<file path="src/rtl/pwm_deadtime_gate_driver_if.sv">
// Gate-driver port bundle: raw PWM levels and controls in, complementary gate pairs out.
interface pwm_deadtime_gate_driver_if #(
    parameter int NUM_CH   = 3,
    parameter int DT_WIDTH = 8
);
    logic [NUM_CH-1:0]   pwm_in;
    logic [DT_WIDTH-1:0] dead_time;
    logic                enable;
    logic                fault_in;
    logic                fault_clear;
    logic [NUM_CH-1:0]   gate_hi;
    logic [NUM_CH-1:0]   gate_lo;
    logic                fault_latched;

    modport master (
        output pwm_in, dead_time, enable, fault_in, fault_clear,
        input  gate_hi, gate_lo, fault_latched
    );

    modport slave (
        input  pwm_in, dead_time, enable, fault_in, fault_clear,
        output gate_hi, gate_lo, fault_latched
    );
endinterface

</file>
<file path="src/rtl/pwm_deadtime_gate_driver.sv">
// Complementary high/low gate driver with per-channel dead time, enable gate and latched fault.
// Gates decode straight from registered FSM state, so a shoot-through pair cannot be formed.
module pwm_deadtime_gate_driver #(
    parameter int NUM_CH   = 3,
    parameter int DT_WIDTH = 8
) (
    input  logic                     clk,
    input  logic                     rst,
    pwm_deadtime_gate_driver_if.slave bus
);
    typedef enum logic [1:0] {ST_OFF, ST_DEAD, ST_HI, ST_LO} state_t;

    state_t              state_q [NUM_CH];
    state_t              state_d [NUM_CH];
    logic [DT_WIDTH-1:0] cnt_q   [NUM_CH];
    logic [DT_WIDTH-1:0] cnt_d   [NUM_CH];
    logic                fault_q;
    logic                fault_d;
    logic                force_off;

    always_comb begin
        // A fault present on this edge wins over a simultaneous clear.
        fault_d   = bus.fault_in ? 1'b1 : (bus.fault_clear ? 1'b0 : fault_q);
        force_off = bus.fault_in | fault_q | ~bus.enable;
        for (int i = 0; i < NUM_CH; i++) begin
            state_d[i] = state_q[i];
            cnt_d[i]   = cnt_q[i];
            if (force_off) begin
                state_d[i] = ST_OFF;
            end else begin
                unique case (state_q[i])
                    ST_OFF: begin
                        state_d[i] = ST_DEAD;
                        cnt_d[i]   = bus.dead_time;
                    end
                    ST_HI: begin
                        if (!bus.pwm_in[i]) begin
                            state_d[i] = ST_DEAD;
                            cnt_d[i]   = bus.dead_time;
                        end
                    end
                    ST_LO: begin
                        if (bus.pwm_in[i]) begin
                            state_d[i] = ST_DEAD;
                            cnt_d[i]   = bus.dead_time;
                        end
                    end
                    ST_DEAD: begin
                        // Reversals inside the dead zone only change the exit target.
                        if (cnt_q[i] == '0) begin
                            state_d[i] = bus.pwm_in[i] ? ST_HI : ST_LO;
                        end else begin
                            cnt_d[i] = cnt_q[i] - DT_WIDTH'(1);
                        end
                    end
                    default: state_d[i] = ST_OFF;
                endcase
            end
        end
    end

    always_ff @(posedge clk or posedge rst) begin
        if (rst) begin
            fault_q <= 1'b0;
            for (int i = 0; i < NUM_CH; i++) begin
                state_q[i] <= ST_OFF;
                cnt_q[i]   <= '0;
            end
        end else begin
            fault_q <= fault_d;
            for (int i = 0; i < NUM_CH; i++) begin
                state_q[i] <= state_d[i];
                cnt_q[i]   <= cnt_d[i];
            end
        end
    end

    always_comb begin
        bus.gate_hi       = '0;
        bus.gate_lo       = '0;
        bus.fault_latched = fault_q;
        for (int i = 0; i < NUM_CH; i++) begin
            bus.gate_hi[i] = (state_q[i] == ST_HI);
            bus.gate_lo[i] = (state_q[i] == ST_LO);
        end
    end

    a_no_shoot_through: assert property (
        @(posedge clk) disable iff (rst) ((bus.gate_hi & bus.gate_lo) == '0)
    );
endmodule

</file>
<file path="src/flat_wrapper.sv">
// flat-port wrapper written by rule: the top's interface ports become plain ports
module pwm_deadtime_gate_driver_flat 
#(
    parameter int NUM_CH   = 3,
    parameter int DT_WIDTH = 8
)
  (clk, rst, bus_pwm_in, bus_dead_time, bus_enable, bus_fault_in, bus_fault_clear, bus_gate_hi, bus_gate_lo, bus_fault_latched);
  pwm_deadtime_gate_driver_if #(.NUM_CH(NUM_CH), .DT_WIDTH(DT_WIDTH)) bus_i ();
  input  logic clk;
  input  logic rst;
  input wire logic [$bits(bus_i.pwm_in)-1:0] bus_pwm_in;
  input wire logic [$bits(bus_i.dead_time)-1:0] bus_dead_time;
  input wire logic [$bits(bus_i.enable)-1:0] bus_enable;
  input wire logic [$bits(bus_i.fault_in)-1:0] bus_fault_in;
  input wire logic [$bits(bus_i.fault_clear)-1:0] bus_fault_clear;
  output wire logic [$bits(bus_i.gate_hi)-1:0] bus_gate_hi;
  output wire logic [$bits(bus_i.gate_lo)-1:0] bus_gate_lo;
  output wire logic [$bits(bus_i.fault_latched)-1:0] bus_fault_latched;
  assign bus_i.pwm_in = bus_pwm_in;
  assign bus_i.dead_time = bus_dead_time;
  assign bus_i.enable = bus_enable;
  assign bus_i.fault_in = bus_fault_in;
  assign bus_i.fault_clear = bus_fault_clear;
  assign bus_gate_hi = bus_i.gate_hi;
  assign bus_gate_lo = bus_i.gate_lo;
  assign bus_fault_latched = bus_i.fault_latched;
  pwm_deadtime_gate_driver #(.NUM_CH(NUM_CH), .DT_WIDTH(DT_WIDTH)) u_core (.clk(clk), .rst(rst), .bus(bus_i));
endmodule
</file>
<file path="config.mk">
export PLATFORM = sky130hd
export DESIGN_NAME = pwm_deadtime_gate_driver_flat
export DESIGN_NICKNAME = d
export VERILOG_FILES = /design/src/rtl/pwm_deadtime_gate_driver_if.sv /design/src/rtl/pwm_deadtime_gate_driver.sv /design/src/flat_wrapper.sv
export SDC_FILE = /design/constraint.sdc
export NUM_CORES = 1
export LEC_CHECK = 0
export ABC_AREA = 1
export CAP_MARGIN = 20
export CORE_ASPECT_RATIO = 0.5
export CORE_MARGIN = 1
export CORE_UTILIZATION = 30
export CTS_CLUSTER_SIZE = 28
export DETAILED_ROUTE_END_ITERATION = 6
export DONT_BUFFER_PORTS = 1
export SLEW_MARGIN = 20
export SYNTH_ARGS = -nofsm -noshare
export SYNTH_HDL_FRONTEND = slang
export SYNTH_SLANG_ARGS = --single-unit
</file>
<file path="constraint.sdc">
create_clock -name clk -period 3.2 [get_ports clk]
set_clock_uncertainty 0.05 [all_clocks]
set_input_delay 0.64 -clock clk [delete_from_list [all_inputs] [get_ports clk]]
set_output_delay 0.64 -clock clk [all_outputs]
set_load 0.005 [all_outputs]
</file>
==> results of run 1 <==
[power by group]
part | total, W | internal [W] | switching [W] | leakage [nW]
Sequential | 0.000522 | 0.000462 | 0.0000602 | 0.392
Clock | 0.000566 | 0.000387 | 0.000179 | 0.0868
Combinational | 0.000370 | 0.000129 | 0.000241 | 0.775
Total | 0.00146 | 0.000978 | 0.000481 | 1.25
[how the worst max path moves through the flow]
| stage | startpoint | end | slack [ns] | cells past startpoint |
|---|---|---|---|---|
| after floorplan | bus_fault_in | u_core.cnt_q[22] | 1.73 | 8 |
| after global placement | bus_fault_in | u_core.cnt_q[23] | 1.27 | 8 |
| after detailed placement | bus_fault_in | u_core.cnt_q[23] | 1.25 | 8 |
| after CTS | u_core.cnt_q[16] | u_core.cnt_q[23] | 1.44 | 8 |
| after global routing | u_core.cnt_q[16] | u_core.cnt_q[23] | 1.31 | 8 |
| final | u_core.cnt_q[16] | u_core.cnt_q[23] | 1.43 | 8 |
[cells in the final DEF (no fill, tap or decap)]
master	count
sky130_fd_sc_hd__a21oi_1	4
sky130_fd_sc_hd__a21oi_4	1
sky130_fd_sc_hd__a31oi_1	2
sky130_fd_sc_hd__buf_4	1
sky130_fd_sc_hd__bufinv_16	1
sky130_fd_sc_hd__clkbuf_16	5
sky130_fd_sc_hd__clkbuf_8	1
sky130_fd_sc_hd__clkinv_1	1
sky130_fd_sc_hd__clkinv_2	1
sky130_fd_sc_hd__dfrtp_1	31
sky130_fd_sc_hd__ha_1	6
sky130_fd_sc_hd__inv_1	45
sky130_fd_sc_hd__inv_2	7
sky130_fd_sc_hd__inv_4	1
sky130_fd_sc_hd__nand2_1	97
sky130_fd_sc_hd__nand2_2	6
sky130_fd_sc_hd__nand2_4	2
sky130_fd_sc_hd__nand3_1	27
sky130_fd_sc_hd__nand3_2	7
sky130_fd_sc_hd__nand3_4	1
sky130_fd_sc_hd__nand3b_1	2
sky130_fd_sc_hd__nand4_1	6
sky130_fd_sc_hd__nor2_1	32
sky130_fd_sc_hd__nor2_2	4
sky130_fd_sc_hd__nor2_4	3
sky130_fd_sc_hd__o21ai_0	23
sky130_fd_sc_hd__o21ai_1	5
sky130_fd_sc_hd__o21ai_2	6
sky130_fd_sc_hd__o21bai_1	1
sky130_fd_sc_hd__or2_2	3
[sequential cells by signal, summed over array words and instances, names as in the netlist]
register,flops
u_core.bus.fault_latched,1
u_core.cnt_q,24
u_core.state_q,6
[logic make-up (layout without fill, tap and decap cells)]
kind of cell,after synthesis,in the layout
AND/OR/NAND/NOR,190,190
buffers and inverters,58,63
AO/OA/AOI/OAI,42,42
flip-flops,31,31
adder cells (fa/ha/maj),6,6
[synthesized netlist by cell type (all sizes together)]
master,count,area share
nand2,105,0.19
inv,53,0.090
nor2,39,0.080
nand3,35,0.10
o21ai,34,0.086
dfrtp,31,0.35
ha,6,0.034
nand4,6,0.017
a21oi,5,0.016
buf,4,0.013
or2,3,0.0084
a31oi,2,0.0056
nand3b,2,0.0067
clkinv,1,0.0017
o21bai,1,0.0034
[metrics by stage]
| stage | instances | util |
|---|---|---|
| 2_1_floorplan | 327 | - |
| 3_3_place_gp | 416 | 0.335 |
| 3_5_place_dp | 416 | 0.335 |
| 4_1_cts | 424 | 0.360 |
| 5_1_grt | 424 | 0.360 |
| 6_report | 424 | 0.360 |
[layout make-up]
| type | count | area, µm² |
|---|---|---|
| clock buffers | 6 | 139 |
| fillers | 724 | 4440 |
| flip-flops and latches | 31 | 776 |
| clock inverters | 2 | 35.0 |
| inverters | 54 | 205 |
| repair buffers | 1 | 7.51 |
| well taps | 92 | 115 |
| multi-input cells | 238 | 1220 |
[routing by layer]
metal / global-route usage / vias to the layer above / part of all wire
met5: 0 / - / 0
met4: 0.0521 / 0 / 0.019
met3: 0.0420 / 8 / 0.051
met2: 0.208 / 42 / 0.40
met1: 0.199 / 858 / 0.53
li1: - / 1041 / -
==> flow_summary.ini, run 1 <==
[critical_path]
cp.arrival_ns = 1.90
crit_path_cell_trace = inv_1 -> ha_1 -> nand2_1 -> nor2_4 -> nor2_2 -> nand2_1 -> nand2_1 -> nand2_1
critPathBufInv = 1
worst_r2r_endpoint = u_core.cnt_q[23]
worstReg2RegStart = u_core.cnt_q[16]
critical_path_required_ns = 3.32
critical_path_top_delay_cell = sky130_fd_sc_hd__nor2_2
start_kind = flip-flop
cp_slowest_stage_delay_ns = 0.49
critical_path.endpoint_type = flip-flop
timing.critical_path.mode_cell = sky130_fd_sc_hd__nand2_1
timing.critical_path.fanout_max = 11
worst-r2r-setup-slack_ns = 1.43
crit_family = simple AND/OR/NAND/NOR gates
timing_worst_setup_path_type = flip-flop to flip-flop
r2r_cells = 8

[sta]
tns_ns = 0
slew-limit-headroom = 0.557
whs_ns = 0.290
final_critical_path_setup_slack_ns = 1.43
hold_violations = 0
min_period_over_period = 0.554
max_slew.worst_pin.slew_ns = 0.663
grt_setup_unrepaired = false
fin_crit_ns = 1.77
maxClockFrequency_ghz = 0.564
final_setup_violation_count = 0
slew_violations = 0

[detailed_routing]
post_drt_wl_per_cell_um = 11.6
drc = 0
routed_via_density = 4.60
detail_route.iter0.violations = 115
total_wirelength_mm = 4.94
firstDrtPassIters = 4
routed-via-count = 1949
number_of_nets_with_antenna_violations_after_detailed_routing = 0

[synth]
synth_fa_ha_area_frac = 0.0337
fraction_of_the_yosys_area_taken_by_sequential_cells = 0.348
synth_xor_area_frac = 0
syn-instance-count = 327
synth.ff_latch_count = 31
synth-simple-area-share = 0.402
postSynthAreaPerCell_um2 = 6.82
synth-warning-count = 0
muxShareOfSynthArea = 0
count_of_unique_library_cells_instantiated_by_yosys = 28
mappedNetlistArea_mm2 = 0.00223
main_combinational_cell_family_by_area_after_synthesis = simple AND/OR/NAND/NOR gates
compound_cell_area_share_of_the_yosys_netlist = 0.112
synth_nets = 349

[cts]
cell_chosen_for_the_clock_root = sky130_fd_sc_hd__clkbuf_16
worst_setup_hold_path_clk_slew_ns = 0.06
htreeDepth = 2
cts_num_sinks = 31
cts_repair_resize_count = 0
holdBufCountCts = 0
post-cts-setup-buffers = 0
clock_insertion_delay_worst_skew_ns = 0.28
cts_made_buffers = 5
tritoncts = built
cts_max_path_buffers = 2

[min_path]
min-delay-path-class = primary input to async pin

[global_route]
first_global_vias = 1868
grt_util_all_layers = 0.143
grt_antenna_before_repair = 0
largest_net_degree_at_the_start_of_global_routing = 32
grt_pass1_wl_mm = 8.67
grt_overflow = 0

[placement]
place.port_buffers = 0
place_hpwl_mm = 3.66
dp_slack_ns = 1.25
placement.cell_area_mm2 = 0.00232
finalWeightedCongestion = 0.820

[run]
drv_cap = 0

[final_layout]
antenna_cells = 0
layout.nets = 353
finish.instance_area_mm2 = 0.00250
drive_above_1_share = 0.151
area_growth_pct = 12.0

[power]
p_leak_nw = 1.25
power.ir.vdd_worst_v = 0.000253
power_w = 0.00146
power-per-cell-area_mw_per_mm2 = 584

[floorplan]
die_y_um = 63.0
chipWidth_um = 124
num_rows = 21
floorplan.initialDensity = 0.322
floorplan.io_pins = 23
design.die.area_mm2 = 0.00781
design.core.area_mm2 = 0.00694

[run_status]
status = completed
(Power assumes the default switching activity.)
==> run 2: changes to the inputs <==
Clock period 3.2 ns to 1.8 ns, I/O delays scaled along.
==> run 2 against run 1 <==
Against the previous run:
- global-route usage increased by 0.77 points
- critical path depth increased by 1
- clock-buffer cell count unchanged
- critical path type unchanged
- die area unchanged
- routed wire length increased by 3.7%
- sequential share of layout area decreased by 0.37 points
- power increased by 78%
- via count increased by 0.92%
- sequential power increased by 78%
==> flow_summary.ini, run 2 (synthesized netlist as in run 1, its figures left out) <==
[run_status]
status = completed

[power]
power_report.internal_total_w = 0.00174
power.ir.vdd_worst_v = 0.000446
power-per-cell-area_mw_per_mm2 = 1030
switching_share = 0.330
p_leak_nw = 1.28
power_w = 0.00260
clock_power_share = 0.385
share_comb_of_total_power = 0.258
power_switching_w = 0.000857
power.share.sequential = 0.358

[global_route]
grt_pass1_wl_mm = 9.17
grt_util_all_layers = 0.151
grt_overflow = 0
largest_net_degree_at_the_start_of_global_routing = 32
first_global_vias = 1945
grt_antenna_before_repair = 0

[critical_path]
timing.critical_path.fanout_max = 8
critical_path_required_ns = 1.92
crit_path_start = u_core.cnt_q[8]
crit_end = u_core.cnt_q[10]
critical_path.endpoint_type = flip-flop
worst-r2r-setup-slack_ns = 0.23
timing.critical_path.mode_cell = sky130_fd_sc_hd__inv_1
critical_path_top_delay_cell = sky130_fd_sc_hd__dfrtp_1
worstReg2RegStart = u_core.cnt_q[8]
timing_worst_setup_path_type = flip-flop to flip-flop
crit_path_cell_trace = inv_1 -> ha_1 -> inv_1 -> nor2_1 -> nand3_2 -> nand2_4 -> inv_4 -> nand2_1 -> o21ai_2
critPathBufInv = 3
wp_depth = 9
r2r_cells = 9
start_kind = flip-flop
cp_slowest_stage_delay_ns = 0.37
cp.arrival_ns = 1.68
crit_family = simple AND/OR/NAND/NOR gates
worst_r2r_endpoint = u_core.cnt_q[10]

[cts]
holdBufCountCts = 0
cts_max_path_buffers = 2
worst_setup_hold_path_clk_slew_ns = 0.06
htreeDepth = 2
cts_num_sinks = 31
cts_repair_resize_count = 0
tritoncts = built
cts_made_buffers = 5
clock_insertion_delay_worst_skew_ns = 0.28
post-cts-setup-buffers = 0
cell_chosen_for_the_clock_root = sky130_fd_sc_hd__clkbuf_16

[placement]
finalWeightedCongestion = 0.847
place_hpwl_mm = 3.79
dp_slack_ns = 0.254
place.port_buffers = 0

[floorplan]
chipWidth_um = 124
design.die.area_mm2 = 0.00781
die_y_um = 63.0
floorplan.io_pins = 23
floorplan.initialDensity = 0.322
num_rows = 21
design.core.area_mm2 = 0.00694

[sta]
slew-limit-headroom = 0.723
maxClockFrequency_ghz = 0.639
hold_violations = 0
fin_crit_ns = 1.57
max_slew.worst_pin.slew_ns = 0.416
slew_violations = 0
min_period_over_period = 0.869
grt_setup_unrepaired = false
final_critical_path_setup_slack_ns = 0.235
whs_ns = 0.0128
tns_ns = 0
final_setup_violation_count = 0

[detailed_routing]
total_wirelength_mm = 5.12
detail_route.iter0.violations = 128
number_of_nets_with_antenna_violations_after_detailed_routing = 0
post_drt_wl_per_cell_um = 12.0
routed-via-count = 1967
drc = 0
routed_via_density = 4.60
firstDrtPassIters = 4

[final_layout]
antenna_cells = 0
finalCoreUtilization = 0.365
drive_above_1_share = 0.161
largest_register = u_core.cnt_q
most_common_library_cell_in_the_layout_ignoring_fill_and_taps = sky130_fd_sc_hd__nand2_1
area_growth_pct = 13.3
layout_common_cells = 97 x sky130_fd_sc_hd__nand2_1, 45 x sky130_fd_sc_hd__inv_1, 32 x sky130_fd_sc_hd__nor2_1
layout.nets = 357
largest_register_ffs = 24

[min_path]
min-delay-path-class = primary input to async pin

[run]
drv_cap = 0
## run 2: metal layers
metal,vias up,part of all wire,global-route usage
met5,-,0,0
li1,1046,-,-
met4,0,0.018,0.0655
met1,874,0.51,0.207
met2,39,0.42,0.226
met3,8,0.051,0.0347
## run 2: worst min path at each step
| stage | startpoint | end | slack (ns) | cells past startpoint |
|---|---|---|---|---|
| floorplan | u_core.cnt_q[7] | u_core.cnt_q[7] | 0.39 | 2 |
| global placement | rst | u_core.cnt_q[11] | 0.32 | 2 |
| detailed placement | rst | u_core.cnt_q[23] | 0.33 | 2 |
| CTS | rst | u_core.cnt_q[23] | 0.03 | 2 |
| global route | rst | u_core.cnt_q[12] | 0.06 | 2 |
| finish | rst | u_core.cnt_q[23] | 0.01 | 2 |
## run 2: layout make-up
cell class	instances	area (µm²)
sequential	31	776
clock buffer	6	139
inverter	54	205
clock inverter	2	35.0
multi-input combinational	238	1220
timing repair buffer	5	37.5
tap	92	115
fill	725	4410
## run 2: power groups by stage
| stage | clock, W | combinational [W] | sequential [W] |
|---|---|---|---|
| detailed placement | 0 | 0.000666 | 0.000936 |
| floorplan | 0 | 0.000547 | 0.000911 |
| global route | 0.00106 | 0.000790 | 0.000950 |
| global placement | 0 | 0.000662 | 0.000939 |
| finish | 0.000999 | 0.000669 | 0.000930 |
| CTS | 0.00102 | 0.000672 | 0.000928 |
## run 2: through the flow
step	area [µm²]	std cells
6_report	2530	428
5_1_grt	2530	428
4_1_cts	2530	428
3_5_place_dp	2350	420
3_3_place_gp	2350	420
2_1_floorplan	2230	327
